**src/rtl/c15xx_trk_pkg.sv**
```systemverilog
// Shared types and zone arithmetic for the IEC drive track loader.
// Sector layout follows the four-zone GCR density map of the 1541/1571.
package c15xx_trk_pkg;

  typedef enum logic [1:0] {IDLE, SAVE, LOAD, INIT} trk_state_e;

  localparam int Z1_END = 17;
  localparam int Z2_END = 24;
  localparam int Z3_END = 30;

  localparam int Z1_SEC = 21;
  localparam int Z2_SEC = 19;
  localparam int Z3_SEC = 18;
  localparam int Z4_SEC = 17;

  // First sector of each zone, folded from the constants above
  localparam int Z2_BASE = Z1_END * Z1_SEC;
  localparam int Z3_BASE = Z2_BASE + (Z2_END - Z1_END) * Z2_SEC;
  localparam int Z4_BASE = Z3_BASE + (Z3_END - Z2_END) * Z3_SEC;

  localparam logic [5:0] TRK_INVALID = 6'h3F;

  function automatic int trk_sectors(input logic [5:0] t);
    int ti;
    ti = int'(t);
    if (ti <= Z1_END)      return Z1_SEC;
    else if (ti <= Z2_END) return Z2_SEC;
    else if (ti <= Z3_END) return Z3_SEC;
    else                   return Z4_SEC;
  endfunction

  function automatic int trk_start(input logic [5:0] t);
    int ti;
    ti = int'(t);
    if (ti <= Z1_END)      return (ti - 1) * Z1_SEC;
    else if (ti <= Z2_END) return Z2_BASE + (ti - Z1_END - 1) * Z2_SEC;
    else if (ti <= Z3_END) return Z3_BASE + (ti - Z2_END - 1) * Z3_SEC;
    else                   return Z4_BASE + (ti - Z3_END - 1) * Z4_SEC;
  endfunction

  // Track 0 reads as 1; anything past the last track sticks to the last track
  function automatic logic [5:0] trk_clamp(input logic [5:0] t, input int n);
    int ti;
    ti = int'(t);
    if (ti == 0)     return 6'd1;
    else if (ti > n) return 6'(n);
    else             return t;
  endfunction

endpackage

```
**src/rtl/c15xx_track_loader_if.sv**
```systemverilog
// SD block-request bus between the track loader (master) and the SD block.
interface c15xx_track_loader_if;
  logic [31:0] sd_lba;
  logic [5:0]  sd_blk_cnt;
  logic        sd_rd;
  logic        sd_wr;
  logic        sd_ack;

  modport master (output sd_lba, sd_blk_cnt, sd_rd, sd_wr, input sd_ack);
  modport slave  (input sd_lba, sd_blk_cnt, sd_rd, sd_wr, output sd_ack);
endinterface

```
**src/rtl/c15xx_trk_addr.sv**
```systemverilog
// Track/side to SD address: first LBA, sector count minus one, range flag.
module c15xx_trk_addr
  import c15xx_trk_pkg::*;
#(
  parameter int NUM_TRACKS   = 35,
  parameter int SIDE_SECTORS = 683
) (
  input  logic [5:0]  trk,
  input  logic        side,
  output logic [5:0]  trk_eff,
  output logic [31:0] lba,
  output logic [5:0]  blk_cnt,
  output logic        rng_err
);

  always_comb begin
    rng_err = int'(trk) > NUM_TRACKS;
    trk_eff = trk_clamp(trk, NUM_TRACKS);
    lba     = 32'(trk_start(trk_eff)) + (side ? 32'(SIDE_SECTORS) : 32'd0);
    blk_cnt = 6'(trk_sectors(trk_eff) - 1);
  end

endmodule

```
**src/rtl/c15xx_track_loader.sv**
```systemverilog
// Whole-track loader/saver between the drive core and the SD block interface.
// Optional ack watchdog: define C15XX_TRK_WATCHDOG_EN.
module c15xx_track_loader
  import c15xx_trk_pkg::*;
#(
  parameter int          NUM_TRACKS   = 35,
  parameter int          DOUBLE_SIDED = 0,
  parameter int          SIDE_SECTORS = 683,
  parameter int          INIT_TRACK   = 18,
  parameter logic [23:0] TIMEOUT      = 24'hFFFFFF
) (
  input  logic                        clk,
  input  logic                        reset_n,
  c15xx_track_loader_if.master        sd,
  input  logic [5:0]                  track,
  input  logic                        side,
  input  logic                        dirty,
  input  logic                        save_track,
  input  logic                        change,
  output logic                        busy,
  output logic                        error
);

  localparam logic SIDE_EN = (DOUBLE_SIDED != 0);

  logic [1:0][5:0] trk_sync;
  logic [1:0]      side_sync, chg_sync, save_sync, dirty_sync;
  logic [5:0]      tgt_trk;
  logic            tgt_side, chg_q, save_q;

  // Target lags the control syncs by one cycle so a simultaneous save goes first
  always_ff @(posedge clk or negedge reset_n) begin
    if (!reset_n) begin
      trk_sync   <= '0;
      side_sync  <= '0;
      chg_sync   <= '0;
      save_sync  <= '0;
      dirty_sync <= '0;
      tgt_trk    <= '0;
      tgt_side   <= 1'b0;
      chg_q      <= 1'b0;
      save_q     <= 1'b0;
    end else begin
      trk_sync   <= {trk_sync[0], track};
      side_sync  <= {side_sync[0], side};
      chg_sync   <= {chg_sync[0], change};
      save_sync  <= {save_sync[0], save_track};
      dirty_sync <= {dirty_sync[0], dirty};
      tgt_trk    <= trk_sync[1];
      tgt_side   <= side_sync[1] & SIDE_EN;
      chg_q      <= chg_sync[1];
      save_q     <= save_sync[1];
    end
  end

  logic chg_rise, save_evt, dirty_s;
  assign chg_rise = chg_sync[1] & ~chg_q;
  assign save_evt = save_sync[1] ^ save_q;
  assign dirty_s  = dirty_sync[1];

  trk_state_e state;
  logic [5:0] cur_track;
  logic       cur_side, dirty_flg, redirty, upd_pend, save_pend, ack_seen;

  logic [5:0] tgt_eff;
  logic       differ, save_req, cur_valid, done, idle_save;

  always_comb begin
    tgt_eff   = trk_clamp(tgt_trk, NUM_TRACKS);
    differ    = {tgt_eff, tgt_side} != {cur_track, cur_side};
    save_req  = save_pend | save_evt;
    cur_valid = cur_track != TRK_INVALID;
    done      = ack_seen & ~sd.sd_ack;
    idle_save = save_req ? (cur_valid & dirty_flg) : (~upd_pend & differ & dirty_flg);
  end

  // Single address generator: current track for writes, init or target for reads
  logic [5:0]  a_trk, a_trk_eff, a_cnt;
  logic        a_side, a_rng_err;
  logic [31:0] a_lba;

  always_comb begin
    a_trk  = tgt_trk;
    a_side = tgt_side;
    if (state == IDLE) begin
      if (idle_save) begin
        a_trk  = cur_track;
        a_side = cur_side;
      end else if (!save_req && upd_pend) begin
        a_trk  = 6'(INIT_TRACK);
        a_side = 1'b0;
      end
    end
  end

  c15xx_trk_addr #(
    .NUM_TRACKS   (NUM_TRACKS),
    .SIDE_SECTORS (SIDE_SECTORS)
  ) u_addr (
    .trk     (a_trk),
    .side    (a_side),
    .trk_eff (a_trk_eff),
    .lba     (a_lba),
    .blk_cnt (a_cnt),
    .rng_err (a_rng_err)
  );

  logic wd_hit;
`ifdef C15XX_TRK_WATCHDOG_EN
  logic [23:0] wd_cnt;
  assign wd_hit = (state != IDLE) && !done && (wd_cnt == TIMEOUT - 24'd1);
`else
  assign wd_hit = 1'b0;
`endif

  always_ff @(posedge clk or negedge reset_n) begin
    if (!reset_n) begin
      state         <= IDLE;
      cur_track     <= TRK_INVALID;
      cur_side      <= 1'b0;
      dirty_flg     <= 1'b0;
      redirty       <= 1'b0;
      upd_pend      <= 1'b1;
      save_pend     <= 1'b0;
      ack_seen      <= 1'b0;
      sd.sd_rd      <= 1'b0;
      sd.sd_wr      <= 1'b0;
      sd.sd_lba     <= '0;
      sd.sd_blk_cnt <= '0;
      busy          <= 1'b0;
      error         <= 1'b0;
`ifdef C15XX_TRK_WATCHDOG_EN
      wd_cnt        <= '0;
`endif
    end else begin
      if (save_evt) save_pend <= 1'b1;
      if (chg_rise) error <= 1'b0;
`ifdef C15XX_TRK_WATCHDOG_EN
      wd_cnt <= wd_cnt + 24'd1;
`endif
      case (state)
        IDLE: begin
          if (dirty_s) dirty_flg <= 1'b1;
          if (save_req || upd_pend || differ) begin
            if (save_req) save_pend <= 1'b0;
            if (idle_save) begin
              state     <= SAVE;
              sd.sd_wr  <= 1'b1;
              redirty   <= 1'b0;
            end else if (!save_req) begin
              state     <= upd_pend ? INIT : LOAD;
              sd.sd_rd  <= 1'b1;
              cur_track <= a_trk_eff;
              cur_side  <= a_side;
              if (upd_pend) upd_pend <= 1'b0;
              if (a_rng_err) error <= 1'b1;
            end
            if (idle_save || !save_req) begin
              sd.sd_lba     <= a_lba;
              sd.sd_blk_cnt <= a_cnt;
              busy          <= 1'b1;
              ack_seen      <= 1'b0;
`ifdef C15XX_TRK_WATCHDOG_EN
              wd_cnt        <= '0;
`endif
            end
          end
        end
        SAVE, LOAD, INIT: begin
          if (sd.sd_ack) begin
            sd.sd_rd <= 1'b0;
            sd.sd_wr <= 1'b0;
            ack_seen <= 1'b1;
          end
          if (state == SAVE && dirty_s) redirty <= 1'b1;
          if (wd_hit) begin
            sd.sd_rd  <= 1'b0;
            sd.sd_wr  <= 1'b0;
            error     <= 1'b1;
            cur_track <= TRK_INVALID;
            dirty_flg <= 1'b0;
            busy      <= 1'b0;
            state     <= IDLE;
          end else if (done) begin
            if (state == SAVE) dirty_flg <= redirty | dirty_s;
            // A re-dirtied buffer goes back through IDLE to be flushed again
            if (!upd_pend && differ && !(state == SAVE && (redirty || dirty_s))) begin
              state         <= LOAD;
              sd.sd_rd      <= 1'b1;
              sd.sd_lba     <= a_lba;
              sd.sd_blk_cnt <= a_cnt;
              cur_track     <= a_trk_eff;
              cur_side      <= a_side;
              ack_seen      <= 1'b0;
              if (a_rng_err) error <= 1'b1;
`ifdef C15XX_TRK_WATCHDOG_EN
              wd_cnt        <= '0;
`endif
            end else begin
              state <= IDLE;
              busy  <= 1'b0;
            end
          end
        end
        default: state <= IDLE;
      endcase
      // Media change wins over any dirty update made this cycle
      if (chg_rise) begin
        upd_pend  <= 1'b1;
        dirty_flg <= 1'b0;
        redirty   <= 1'b0;
      end
    end
  end

endmodule
```
**src/flat_wrapper.sv**
```systemverilog
// flat-port wrapper written by rule: the top's interface ports become plain ports
module c15xx_track_loader_flat import c15xx_trk_pkg::*;
#(
  parameter int          NUM_TRACKS   = 35,
  parameter int          DOUBLE_SIDED = 0,
  parameter int          SIDE_SECTORS = 683,
  parameter int          INIT_TRACK   = 18,
  parameter logic [23:0] TIMEOUT      = 24'hFFFFFF
)
  (clk, reset_n, track, side, dirty, save_track, change, busy, error, sd_sd_lba, sd_sd_blk_cnt, sd_sd_rd, sd_sd_wr, sd_sd_ack);
  c15xx_track_loader_if sd_i ();
  input  logic clk;
  input  logic reset_n;
  input  logic [5:0] track;
  input  logic side;
  input  logic dirty;
  input  logic save_track;
  input  logic change;
  output logic busy;
  output logic error;
  output wire logic [$bits(sd_i.sd_lba)-1:0] sd_sd_lba;
  output wire logic [$bits(sd_i.sd_blk_cnt)-1:0] sd_sd_blk_cnt;
  output wire logic [$bits(sd_i.sd_rd)-1:0] sd_sd_rd;
  output wire logic [$bits(sd_i.sd_wr)-1:0] sd_sd_wr;
  input wire logic [$bits(sd_i.sd_ack)-1:0] sd_sd_ack;
  assign sd_sd_lba = sd_i.sd_lba;
  assign sd_sd_blk_cnt = sd_i.sd_blk_cnt;
  assign sd_sd_rd = sd_i.sd_rd;
  assign sd_sd_wr = sd_i.sd_wr;
  assign sd_i.sd_ack = sd_sd_ack;
  c15xx_track_loader #(.NUM_TRACKS(NUM_TRACKS), .DOUBLE_SIDED(DOUBLE_SIDED), .SIDE_SECTORS(SIDE_SECTORS), .INIT_TRACK(INIT_TRACK), .TIMEOUT(TIMEOUT)) u_core (.clk(clk), .reset_n(reset_n), .sd(sd_i), .track(track), .side(side), .dirty(dirty), .save_track(save_track), .change(change), .busy(busy), .error(error));
endmodule
```
**config.mk**
```make
export PLATFORM = sky130hd
export DESIGN_NAME = c15xx_track_loader_flat
export DESIGN_NICKNAME = d
export VERILOG_FILES = /design/src/rtl/c15xx_trk_pkg.sv /design/src/rtl/c15xx_track_loader_if.sv /design/src/rtl/c15xx_trk_addr.sv /design/src/rtl/c15xx_track_loader.sv /design/src/flat_wrapper.sv
export SDC_FILE = /design/constraint.sdc
export NUM_CORES = 1
export LEC_CHECK = 0
export CAP_MARGIN = 30
export CELL_PAD_IN_SITES_DETAIL_PLACEMENT = 1
export CELL_PAD_IN_SITES_GLOBAL_PLACEMENT = 2
export CORE_MARGIN = 2
export CORE_UTILIZATION = 38
export DETAILED_ROUTE_END_ITERATION = 8
export GPL_ROUTABILITY_DRIVEN = 0
export PLACE_DENSITY = 0.92
export SLEW_MARGIN = 20
export SYNTH_ARGS = -nofsm -noshare
export SYNTH_HDL_FRONTEND = slang
export SYNTH_SLANG_ARGS = --single-unit
```
**constraint.sdc**
```tcl
create_clock -name clk -period 9.6 [get_ports clk]
set_input_delay 1.92 -clock clk [delete_from_list [all_inputs] [get_ports clk]]
set_output_delay 1.92 -clock clk [all_outputs]
set_load 0.05 [all_outputs]
```
==> results.py <==
metrics = {
    "synth": {
        "yosysSeqAreaShare_pct": 25.0,
        "yosys.cell_types.count": 101,
        "synthArstFlopShare_pct": 100,
        "netlist_area_um2": 8130,
        "ys_seq_elements": 81,
        "postSynthCellCount": 932,
        "synth_flop_cell": "dfrtp_1",
        "synth_fp_nets": 1061,
        "yosys_warnings": 0,
        "synth_edf_count": 0,
        "avgSynthCellArea_um2": 8.72,
    },
    "floorplanning": {
        "fp.dieW_um": 150,
        "start_util_pct": 38.7,
        "die_h_um": 150,
        "coreArea_um2": 21000,
        "ioPinCount": 55,
        "dieArea_um2": 22600,
        "row_count": 53,
    },
    "global_routing": {
        "grt_pass1_vias": 7731,
        "grt_pass1_wl_um": 41300,
        "grt-ovfl-total": 0,
        "antenna_found_initial": 0,
        "grt_max_degree": 64,
        "grtUsageTotal_pct": 23.4,
    },
    "route": {
        "drtPass1Iterations": 7,
        "wl_um": 25300,
        "antenna_left": 0,
        "wl_per_cell_um": 19.5,
        "vias_per_cell": 5.68,
        "vias": 7350,
        "drc": 0,
        "drt_iter0_drc": 490,
    },
    "clock_network": {
        "clk_pin_slew_ps": 70,
        "numCtsBuffers": 9,
        "clock_sinks": 81,
        "tritoncts": "yes",
        "postCtsSetupBuffers": 0,
        "hold_buffers": 0,
        "h-tree-depth": 3,
        "cts_buffer_depth": 2,
        "clock_latency_ps": 350,
        "cts_root_buf": "clkbuf_16",
        "ctsResizeCount": 0,
    },
    "timing": {
        "slew_violations": 0,
        "timing.final.ws_setup_ps": 803,
        "fin_skew_ps": 7.62,
        "max_freq_mhz": 114,
        "hold_viol": 0,
        "period_needed_ps": 8800,
        "worst_slew_pin_slew_ps": 857,
        "period_share_pct": 91.6,
        "relSlewSlack_pct": 42.7,
        "fin_tns_setup_ps": 0,
        "rsz0062_at_grt": "false",
        "finalSetupViolCount": 0,
    },
    "setup_path": {
        "critPathSlowestCell": "or4_1",
        "critPathLaunchType": "register",
        "worstSetupEndpointType": "register",
        "reg2regPathDepth": 33,
        "required_ps": 9860,
        "crit_type": "reg2reg",
        "slowest_delay_ps": 570,
        "cp_max_fo": 8,
        "cp.arrival_ps": 9060,
    },
    "final_layout": {
        "final_common_cell": "nand2_1",
        "n_antenna_cell": 0,
        "fillCellCount": 2499,
        "mostFrequentLayoutCells": "105 x nand2_1, 98 x ha_1, 74 x inv_1, 74 x dfrtp_1",
        "drive_gt1_share_pct": 13.0,
        "fin_nets": 1144,
        "area_growth_pct": 17.4,
    },
    "place": {
        "dpl_worst_slack_ps": 785,
        "port-buffer-count": 52,
        "dp_hpwl_um": 20200,
    },
    "outcome": {
        "status": "complete, no violations",
    },
    "min_path": {
        "hold_path.class": "reg2reg",
        "hold_depth": 0,
    },
    "flow_run": {
        "maxCapViolCount": 0,
    },
}
[per-stage QoR]
step / hold WS, ps / std cells / area (µm²) / util (%)
global placement: 332 / 1279 / 9220 / 43.9
global route: 352 / 1295 / 9540 / 45.4
detailed placement: 336 / 1279 / 9220 / 43.9
floorplan: 331 / 932 / 8130 / -
CTS: 350 / 1295 / 9540 / 45.4
finish: 348 / 1295 / 9540 / 45.4
[flip-flops by register name, indices dropped and copies added (netlist names), 2 cells and up]
signal,flops
u_core.tgt_trk,6
u_core.sd.sd_lba,32
u_core.sd.sd_blk_cnt,5
u_core.chg_sync,2
u_core.state,2
u_core.cur_track,6
u_core.dirty_sync,2
u_core.save_sync,2
u_core.trk_sync,12
[critical path, delay by kind of cell, from the launching register on]
family | cells | cell delay (ps)
xor+xnor | 1 | 560
mux | 1 | 250
simple gates | 7 | 1960
compound gates | 10 | 2580
fa+ha+maj | 7 | 2160
buf+inv | 7 | 730
flops | 1 | 440
[synthesized netlist by cell type (7+ instances only)]
cell      count  area share, %
a211oi_1      9           0.83
a21o_1       16            1.5
a21oi_1      41            2.5
a31oi_1      14            1.1
and2_1       10           0.77
buf_2         8           0.49
clkbuf_1     20           0.92
dfrtp_1      74             23
dfstp_2       7            2.3
fa_1         18            4.4
ha_1         98             15
inv_1        74            3.4
nand2_1     105            4.8
nand2b_1     10           0.77
nand3_1      21            1.3
nand4_1       8           0.62
nor2_1       57            2.6
nor2b_1      13            1.0
nor3_1       16           0.99
o211ai_1     11            1.0
o21ai_0      57            3.5
o21ai_1      18            1.1
o31a_1        7           0.75
o31ai_1       8           0.74
or3_1         7           0.54
or4_1         7           0.65
xnor2_1      35            3.8
xor2_1       25            2.7
[logic make-up after synthesis]
logic type      after synthesis  synth area share, %
flops                        81                 25.0
fa+ha+maj                   116                 19.5
xor+xnor                     61                 6.67
buf+inv                     111                 5.71
mux                           8                 1.08
other cells                   1               0.0461
simple gates                291                 18.3
compound gates              263                 23.6
[layout make-up]
class	count	area (µm²)	share of cell area, %
multi-input combinational	740	5630	59.0
sequential	81	2040	21.3
timing repair buffer	107	931	9.76
tap	275	344	3.61
inverter	76	285	2.99
clock buffer	10	239	2.51
clock inverter	6	76.3	0.800
[metal layers]
layer	part of all wire, %	vias to the layer above	track usage [%]
met5	0	-	0
met4	1.5	0	5.57
met3	3.8	21	2.67
met2	48	151	38.8
met1	47	3675	32.6
li1	-	3503	-
[worst paths after layout]
| kind | startpoint | to | slack, ps |
|---|---|---|---|
| setup / recovery | u_core.tgt_trk[4] | u_core.sd.sd_lba[15] | 800 |
| hold / removal | u_core.dirty_sync[0] | u_core.dirty_sync[1] | 350 |
| setup reg to reg | u_core.tgt_trk[4] | u_core.sd.sd_lba[15] | 800 |
| hold reg to reg | u_core.dirty_sync[0] | u_core.dirty_sync[1] | 350 |
| max in group asynchronous | reset_n | u_core.sd.sd_lba[4] | 7070 |
| min in group asynchronous | reset_n | u_core.error | 1440 |
Power is not shown: default switching activity piles up to over one toggle a cycle in this logic, so the estimate is an artifact.
